--- config.mk ---
export PLATFORM = sky130hd
export DESIGN_NAME = inst_mem_loader
export DESIGN_NICKNAME = d
export VERILOG_FILES = /design/src/rtl/inst_mem_loader_pkg.sv /design/src/rtl/inst_mem_loader.sv
export SDC_FILE = /design/constraint.sdc
export NUM_CORES = 1
export LEC_CHECK = 0
export BUFFER_PORTS_ARGS = -buffer_cell sky130_fd_sc_hd__buf_2
export CORE_MARGIN = 5
export CORE_UTILIZATION = 33
export DETAILED_ROUTE_END_ITERATION = 10
export PLACE_DENSITY_LB_ADDON = 0.1
export SYNTH_ARGS = -nofsm -noshare
export SYNTH_HDL_FRONTEND = slang
export SYNTH_SLANG_ARGS = --single-unit
--- constraint.sdc ---
create_clock -name clk -period 2.29 [get_ports clk]
set_clock_uncertainty 0.2 [all_clocks]
set_input_delay 0.458 -clock clk [delete_from_list [all_inputs] [get_ports clk]]
set_output_delay 0.458 -clock clk [all_outputs]
set_load 0.01 [all_outputs]
--- src/rtl/inst_mem_loader_pkg.sv ---
// Shared definitions for the boot-time instruction memory loader.
package inst_mem_loader_pkg;

    localparam logic [7:0] LOADER_MAGIC = 8'hA5;
    localparam int         LEN_W        = 16;

    typedef enum logic [2:0] {
        ST_IDLE,
        ST_SYNC,
        ST_LEN_LO,
        ST_LEN_HI,
        ST_DATA,
        ST_CHECK,
        ST_DONE,
        ST_ERR
    } loader_state_t;

endpackage

--- src/rtl/inst_mem_loader.sv ---
// Framed byte-stream programmer for the instruction memory byte write port.
// Holds the core in reset until an image with a matching XOR checksum is loaded.
module inst_mem_loader
    import inst_mem_loader_pkg::*;
#(
    parameter int MEM_BYTES = 1024,
    parameter int ADDR_W    = 10
) (
    input  logic              clk,
    input  logic              reset_n,
    input  logic              start,
    input  logic              in_valid,
    input  logic [7:0]        in_data,
    output logic              in_ready,
    output logic              wr_en,
    output logic [ADDR_W-1:0] wr_addr,
    output logic [7:0]        wr_data,
    output logic              cpu_hold,
    output logic              done,
    output logic              error,
    output logic [ADDR_W:0]   byte_count
);

    localparam logic [LEN_W-1:0] MEM_LIMIT = LEN_W'(MEM_BYTES);

    // Handshake: a byte moves when in_valid && in_ready on a rising edge.
    // in_ready is registered from the next state only, never from in_valid.
    loader_state_t    state;
    loader_state_t    next_state;
    logic [7:0]       len_lo;
    logic [LEN_W-1:0] len;
    logic [7:0]       checksum;

    logic             accept;
    logic [LEN_W-1:0] len_full;
    logic             len_legal;
    logic [LEN_W-1:0] count_inc;

    assign accept    = in_valid && in_ready;
    assign len_full  = {in_data, len_lo};
    assign len_legal = (len_full != '0) && (len_full[1:0] == 2'b00) &&
                       (len_full <= MEM_LIMIT);
    assign count_inc = LEN_W'(byte_count) + LEN_W'(1);

    always_ff @(posedge clk or negedge reset_n) begin
        if (!reset_n) begin
            state <= ST_IDLE;
        end else begin
            state <= next_state;
        end
    end

    always_comb begin
        next_state = state;
        case (state)
            ST_IDLE:   if (start) next_state = ST_SYNC;
            ST_SYNC:   if (accept && in_data == LOADER_MAGIC) next_state = ST_LEN_LO;
            ST_LEN_LO: if (accept) next_state = ST_LEN_HI;
            ST_LEN_HI: if (accept) next_state = len_legal ? ST_DATA : ST_ERR;
            ST_DATA:   if (accept && count_inc == len) next_state = ST_CHECK;
            ST_CHECK:  if (accept) next_state = (in_data == checksum) ? ST_DONE : ST_ERR;
            ST_DONE:   if (start) next_state = ST_SYNC;
            ST_ERR:    if (start) next_state = ST_SYNC;
            default:   next_state = ST_IDLE;
        endcase
    end

    always_ff @(posedge clk or negedge reset_n) begin
        if (!reset_n) begin
            in_ready   <= 1'b0;
            wr_en      <= 1'b0;
            wr_addr    <= '0;
            wr_data    <= '0;
            cpu_hold   <= 1'b1;
            done       <= 1'b0;
            error      <= 1'b0;
            byte_count <= '0;
            checksum   <= '0;
            len_lo     <= '0;
            len        <= '0;
        end else begin
            wr_en <= 1'b0;
            if (state == ST_LEN_LO && accept) begin
                len_lo <= in_data;
            end
            if (state == ST_LEN_HI && accept) begin
                len <= len_full;
                if (len_legal) begin
                    byte_count <= '0;
                    checksum   <= '0;
                end
            end
            // The write for an accepted payload byte lands exactly one cycle later.
            if (state == ST_DATA && accept) begin
                wr_en      <= 1'b1;
                wr_addr    <= byte_count[ADDR_W-1:0];
                wr_data    <= in_data;
                byte_count <= byte_count + 1'b1;
                checksum   <= checksum ^ in_data;
            end
            in_ready <= (next_state == ST_SYNC)   || (next_state == ST_LEN_LO) ||
                        (next_state == ST_LEN_HI) || (next_state == ST_DATA)   ||
                        (next_state == ST_CHECK);
            done     <= (next_state == ST_DONE);
            error    <= (next_state == ST_ERR);
            cpu_hold <= (next_state != ST_DONE);
        end
    end

endmodule
==> results of run 1 <==
critical path, stage by stage (launching register included):
cell,delay [ns]
dfrtp_1,0.39
nor4_1,0.07
buf_4,0.14
a311oi_1,0.46
o211ai_1,0.22
a2111oi_4,0.41
o41ai_1,0.13
cell type report:
cell class / count / area (um^2) / share of cell area (%)
timing repair buffer: 86 / 561 / 12.8
clock inverter: 3 / 67.6 / 1.54
clock buffer: 13 / 159 / 3.62
sequential: 69 / 1730 / 39.3
inverter: 2 / 7.51 / 0.171
multi-input combinational: 251 / 1700 / 38.6
tap: 140 / 175 / 3.99
report_power, final:
part | switching [mW] | total (mW) | internal [mW]
Combinational | 0.747 | 1.59 | 0.840
Sequential | 0.302 | 1.94 | 1.63
Clock | 0.487 | 1.16 | 0.675
worst paths after layout:
| check | endpoint | slack [ns] | depth (start not counted) |
|---|---|---|---|
| min in group asynchronous | wr_addr[3] | 0.47 | 3 |
| worst max register to register | state[0] | 0.14 | 6 |
| worst min-delay path | in_ready | 0.20 | 3 |
| max in group asynchronous | cpu_hold | 1.09 | 3 |
| worst max-delay path | state[0] | 0.14 | 6 |
| worst min register to register | wr_addr[1] | 0.27 | 2 |
Yosys cell counts, drive strengths merged (2+ instances only):
library cell / n / area share [%]
nor2b: 13 / 2.3
and3: 5 / 0.87
mux2i: 2 / 0.56
nor3b: 5 / 1.0
o211a: 2 / 0.56
a221o: 7 / 2.0
nand3: 5 / 0.70
mux2: 25 / 7.8
o21ai: 9 / 1.3
or4: 3 / 0.73
a21o: 3 / 0.63
inv: 2 / 0.21
nand2: 70 / 7.3
buf: 14 / 2.7
nand2b: 4 / 0.70
a21oi: 3 / 0.42
a211o: 5 / 1.2
nand3b: 4 / 0.84
dfrtp: 68 / 47
nor3: 10 / 1.8
o211ai: 2 / 0.56
and4: 2 / 0.49
clkbuf: 16 / 1.7
and2: 5 / 0.98
o221ai: 2 / 0.49
a31oi: 5 / 0.87
xor2: 8 / 2.0
or3: 2 / 0.35
xnor2: 9 / 2.2
nand4: 4 / 0.70
or2: 2 / 0.35
nor4: 8 / 1.4
nor2: 10 / 1.0
a22o: 2 / 0.49
metal layers:
| layer | global-route usage (%) | vias to the layer above |
|---|---|---|
| met5 | 0 | - |
| met4 | 3.96 | 0 |
| met3 | 3.81 | 13 |
| met2 | 23.5 | 49 |
| met1 | 19.6 | 1356 |
| li1 | - | 1371 |
through the flow:
step / setup slack (ns) / std cells / TNS [ns] / hold slack (ns) / total power [mW]
after floorplan: -0.0836 / 352 / -0.418 / -0.0376 / 3.00
after detailed placement: -0.0780 / 547 / -0.430 / 0.257 / 3.56
after global routing: 0.0168 / 564 / 0 / 0.221 / 5.00
final: 0.138 / 564 / 0 / 0.201 / 4.68
after global placement: -0.0368 / 547 / -0.152 / 0.254 / 3.53
after CTS: 0.138 / 564 / 0 / 0.192 / 4.75
logic make-up after synthesis:
group / Yosys count / synth area share [%]
adder cells (fa/ha/maj): 1 / 0.349
buffers and inverters: 32 / 4.57
multiplexers: 27 / 8.41
XOR/XNOR: 18 / 4.81
AO/OA/AOI/OAI: 50 / 11.3
AND/OR/NAND/NOR: 155 / 22.4
flip-flops: 69 / 48.2
registers in the layout, summed over array words and instances, names as in the netlist:
register and count:
byte_count 11, checksum 8, cpu_hold 1, done 1
error 1, in_ready 1, len 16, len_lo 8
state 3, wr_addr 10, wr_data 8, wr_en 1
==> results_dict.tcl, run 1 <==
set metrics [dict create \
    r2r-start "len_lo[3]" \
    core-area_um2 10700 \
    irDropWorstVdd_uv 376 \
    drc 0 \
    slew_headroom_pct 65.2 \
    die_area_um2 13100 \
    fill_cells 1080 \
    io-pin-count 46 \
    top_layer_used "met4" \
    start_util_pct 33.4 \
    grt_pass1_vias 2843 \
    synthCells 352 \
    critical_path_required_ns 2.31 \
    yosys_warnings 0 \
    route.vias.total 2789 \
    ant_nets 0 \
    cp-start-kind "register" \
    cts_root_buf "clkbuf_8" \
    wl_met3_um 375 \
    setup_violations 0 \
    cts_made_buffers 9 \
    critPathArrivalTime_ns 2.17 \
    tightest_slew_ns 0.515 \
    post-route-period-util_pct 94.0 \
    synth_cell_types 61 \
    crit_type "reg -> reg" \
    drive_gt1_share_pct 32.1 \
    most-common-layout-cells "70 x nand2_1, 68 x dfrtp_1, 45 x buf_2, 38 x buf_4, 25 x mux2_2" \
    async_flop_share_pct 100 \
    met1_length_mm 4.31 \
    rows 38 \
    port_buffers 45 \
    final_cell_area_um2 4390 \
    ys.flop_type "dfrtp_1" \
    area_growth_pct 22.5 \
    period_minus_slack_ns 2.15 \
    hp-class "in -> reg" \
    clockBufferDepth 2 \
    hp-start "start" \
    gp_congestion 0.774 \
    wirelength_mm 9.08 \
    rsz0062_at_grt "false" \
    antenna_cells 0 \
    synth.net_count 365 \
    fin_nets 432 \
    via_per_inst 4.95 \
    drtPass1Iterations 4 \
    overflow 0 \
    fmax_mhz 465 \
    utilization_pct 40.9 \
    grt_max_degree 70 \
    synth-seq-cells 69 \
    cts_htree_levels 3 \
    synth_edf_count 0 \
    post-cts-setup-buffers 0 \
    die_w_um 114 \
    powerDensity_nw_per_um2 1070 \
    drt_iter0_markers 160 \
    finalMaxSlewViolations 0 \
    cp-end-kind "register" \
    dpl_cell_area_um2 4160 \
    track_usage_pct 14.7 \
    wl_met2_mm 4.27 \
    grt_pass1_wl_mm 15.0 \
    critPathMaxFanout 4 \
    postCtsHoldBufs 1 \
    status "complete, no violations" \
    antenna_found_initial 0 \
    die_y_um 114 \
    hpwlAfterDp_mm 6.36 \
    wl_per_cell_um 16.1 \
    synth-seq-area-share_pct 48.2 \
    max_cap_viol_count 0 \
    cts_sinks 69 \
    worstSkewPairLatency_ns 0.35 \
    cts_resized 0 \
    final_common_cell "nand2_1" \
    syn_avg_cell_area_um2 10.2 \
    hold_viol 0 \
    p_leak_nw 2.14 \
    cts_tree "built" \
    synth_area_um2 3590 \
    startpoint "len_lo[3]" \
    clk_pin_slew_ns 0.08 \
]
No activity file was read; power rests on OpenSTA's default activity.
==> run 2: changes to the inputs <==
Settings changed: BUFFER_PORTS_ARGS -buffer_cell sky130_fd_sc_hd__buf_2 to unset, CORE_ASPECT_RATIO set to 0.8, DONT_BUFFER_PORTS set to 1.
==> run 2 against run 1 <==
Net effect: worst setup slack worse by 0.021 ns; cell count down 9.9%; critical path type unchanged; critical path depth down 1; highest routed layer unchanged; clock-buffer cell count unchanged; sequential power up 4%; final area down 6.5%.
==> results_dict.tcl, run 2 (same netlist as run 1, synthesis figures left out) <==
set metrics [dict create \
    via_per_inst 5.13 \
    critical_path_required_ns 2.28 \
    rsz0062_at_grt "false" \
    die_w_um 127 \
    post-route-period-util_pct 94.9 \
    final_cell_area_um2 4110 \
    dpl_cell_area_um2 3810 \
    cp_top_family "compound AO/OA/AOI/OAI gates" \
    cts_tree "built" \
    tightest_slew_ns 0.521 \
    die_y_um 103 \
    worst_r2r_path_depth 5 \
    whs_path_depth 2 \
    die_area_um2 13100 \
    wirelength_mm 9.00 \
    clk_pin_slew_ns 0.06 \
    track_usage_pct 14.6 \
    cp-end-kind "register" \
    grt_max_degree 70 \
    critPathArrivalTime_ns 2.16 \
    slowest_delay_ns 0.51 \
    critPathMaxFanout 4 \
    holdPathEnd "wr_data[5]" \
    clockBufferDepth 2 \
    drt_iter0_markers 172 \
    p_leak_nw 1.88 \
    final_common_cell "nand2_1" \
    overflow 0 \
    cts_resized 0 \
    drive_gt1_share_pct 20.6 \
    hold_ws_ns 0.0333 \
    grt_pass1_vias 2650 \
    most-common-layout-cells "70 x nand2_1, 68 x dfrtp_1, 25 x mux2_2, 24 x buf_4, 13 x nor2b_1" \
    reg2reg_slack_ns 0.12 \
    gp_congestion 0.756 \
    finalMaxSlewViolations 0 \
    drtPass1Iterations 5 \
    fin_nets 373 \
    cts_made_buffers 9 \
    status "complete, no violations" \
    antenna_found_initial 0 \
    port_buffers 0 \
    crit_type "reg -> reg" \
    worstSkewPairLatency_ns 0.33 \
    path_buf_inv 0 \
    cp-start-kind "register" \
    rr_endpoint "state[0]" \
    max_cap_viol_count 0 \
    cts_root_buf "clkbuf_16" \
    dp_cells 491 \
    post-cts-setup-buffers 0 \
    core-area_um2 10800 \
    setup_tns_ns 0 \
    start_util_pct 33.3 \
    wl_per_cell_um 17.7 \
    setup_violations 0 \
    route.vias.total 2607 \
    top_register "len" \
    hp-start "in_data[5]" \
    ant_nets 0 \
    cts_sinks 69 \
    irDropWorstVdd_uv 398 \
    cpMaxStageDelayCell "or4_4" \
    drc 0 \
    rows 34 \
    largest_reg_flops 16 \
    io-pin-count 46 \
    period_minus_slack_ns 2.17 \
    fmax_mhz 460 \
    stdcell_count 508 \
    antenna_cells 0 \
    r2r-start "len_lo[1]" \
    powerDensity_nw_per_um2 1120 \
    hp-class "in -> reg" \
    cts_htree_levels 3 \
    hold_viol 0 \
    area_growth_pct 14.5 \
    slew_headroom_pct 64.8 \
    grt_pass1_wl_mm 14.9 \
    crit_chain "or4_4, nor3_4, o211ai_1, a2111oi_4, o41ai_1" \
    hpwlAfterDp_mm 6.02 \
    reg_top3 "len: 16 flops, byte_count: 11 flops, wr_addr: 10 flops" \
]
==> run 2: changes by cell type in the layout (fill, tap and decap cells not counted) <==
cell	previous run	this run
clkbuf_16	0	9
buf_12	2	1
buf_16	0	1
buf_2	45	0
clkinvlp_4	1	0
buf_4	38	24
clkbuf_8	11	1
bufinv_16	2	0
clkbuf_1	2	3
clkinv_2	0	2
==> run 2: worst max path at each step <==
stage,end,slack [ns],cells past startpoint,from
global placement,state[0],0.09,5,in_data[4]
global route,state[0],0.04,7,byte_count[1]
CTS,state[0],0.11,7,byte_count[1]
finish,state[0],0.12,5,len_lo[1]
detailed placement,state[0],0.04,5,in_data[4]
floorplan,byte_count[10],-0.08,8,in_data[6]
==> run 2: cell type report <==
class                           count  area (um^2)
Clock buffer                       13          250
Timing Repair Buffer               27          238
Clock inverter                      2         10.0
Sequential cell                    69         1730
Multi-Input combinational cell    251         1700
Tap cell                          144          180
Inverter                            2         7.51
Fill cell                        1074         6650
==> run 2: per-stage QoR <==
step | power, mW | util [%] | worst slack (ns)
after floorplan | 3.00 | - | -0.0836
after global placement | 3.33 | 35.4 | 0.0929
after detailed placement | 3.35 | 35.4 | 0.0426
after CTS | 4.65 | 37.8 | 0.107
after global routing | 4.94 | 38.2 | 0.0392
final | 4.61 | 38.2 | 0.117
==> run 2: routing by layer <==
layer,track usage (%),share of wire (%),routed length [um]
met1,19.6,49,4370
met2,22.6,45,4020
met3,5.03,5.4,486
met4,4.20,1.5,131
met5,0,0,0
==> run 2: worst register-to-register path: cells and delay by family (launching register included) <==
kind | cells | cell delay [ns]
AOI/OAI and AO/OA | 3 | 0.72
DFF | 1 | 0.43
and+or+nand+nor | 2 | 0.68
==> run 2: report_power, final <==
group	internal, mW	switching, mW
Sequential	1.64	0.368
Combinational	0.723	0.620
Clock	0.754	0.508
Total	3.12	1.50
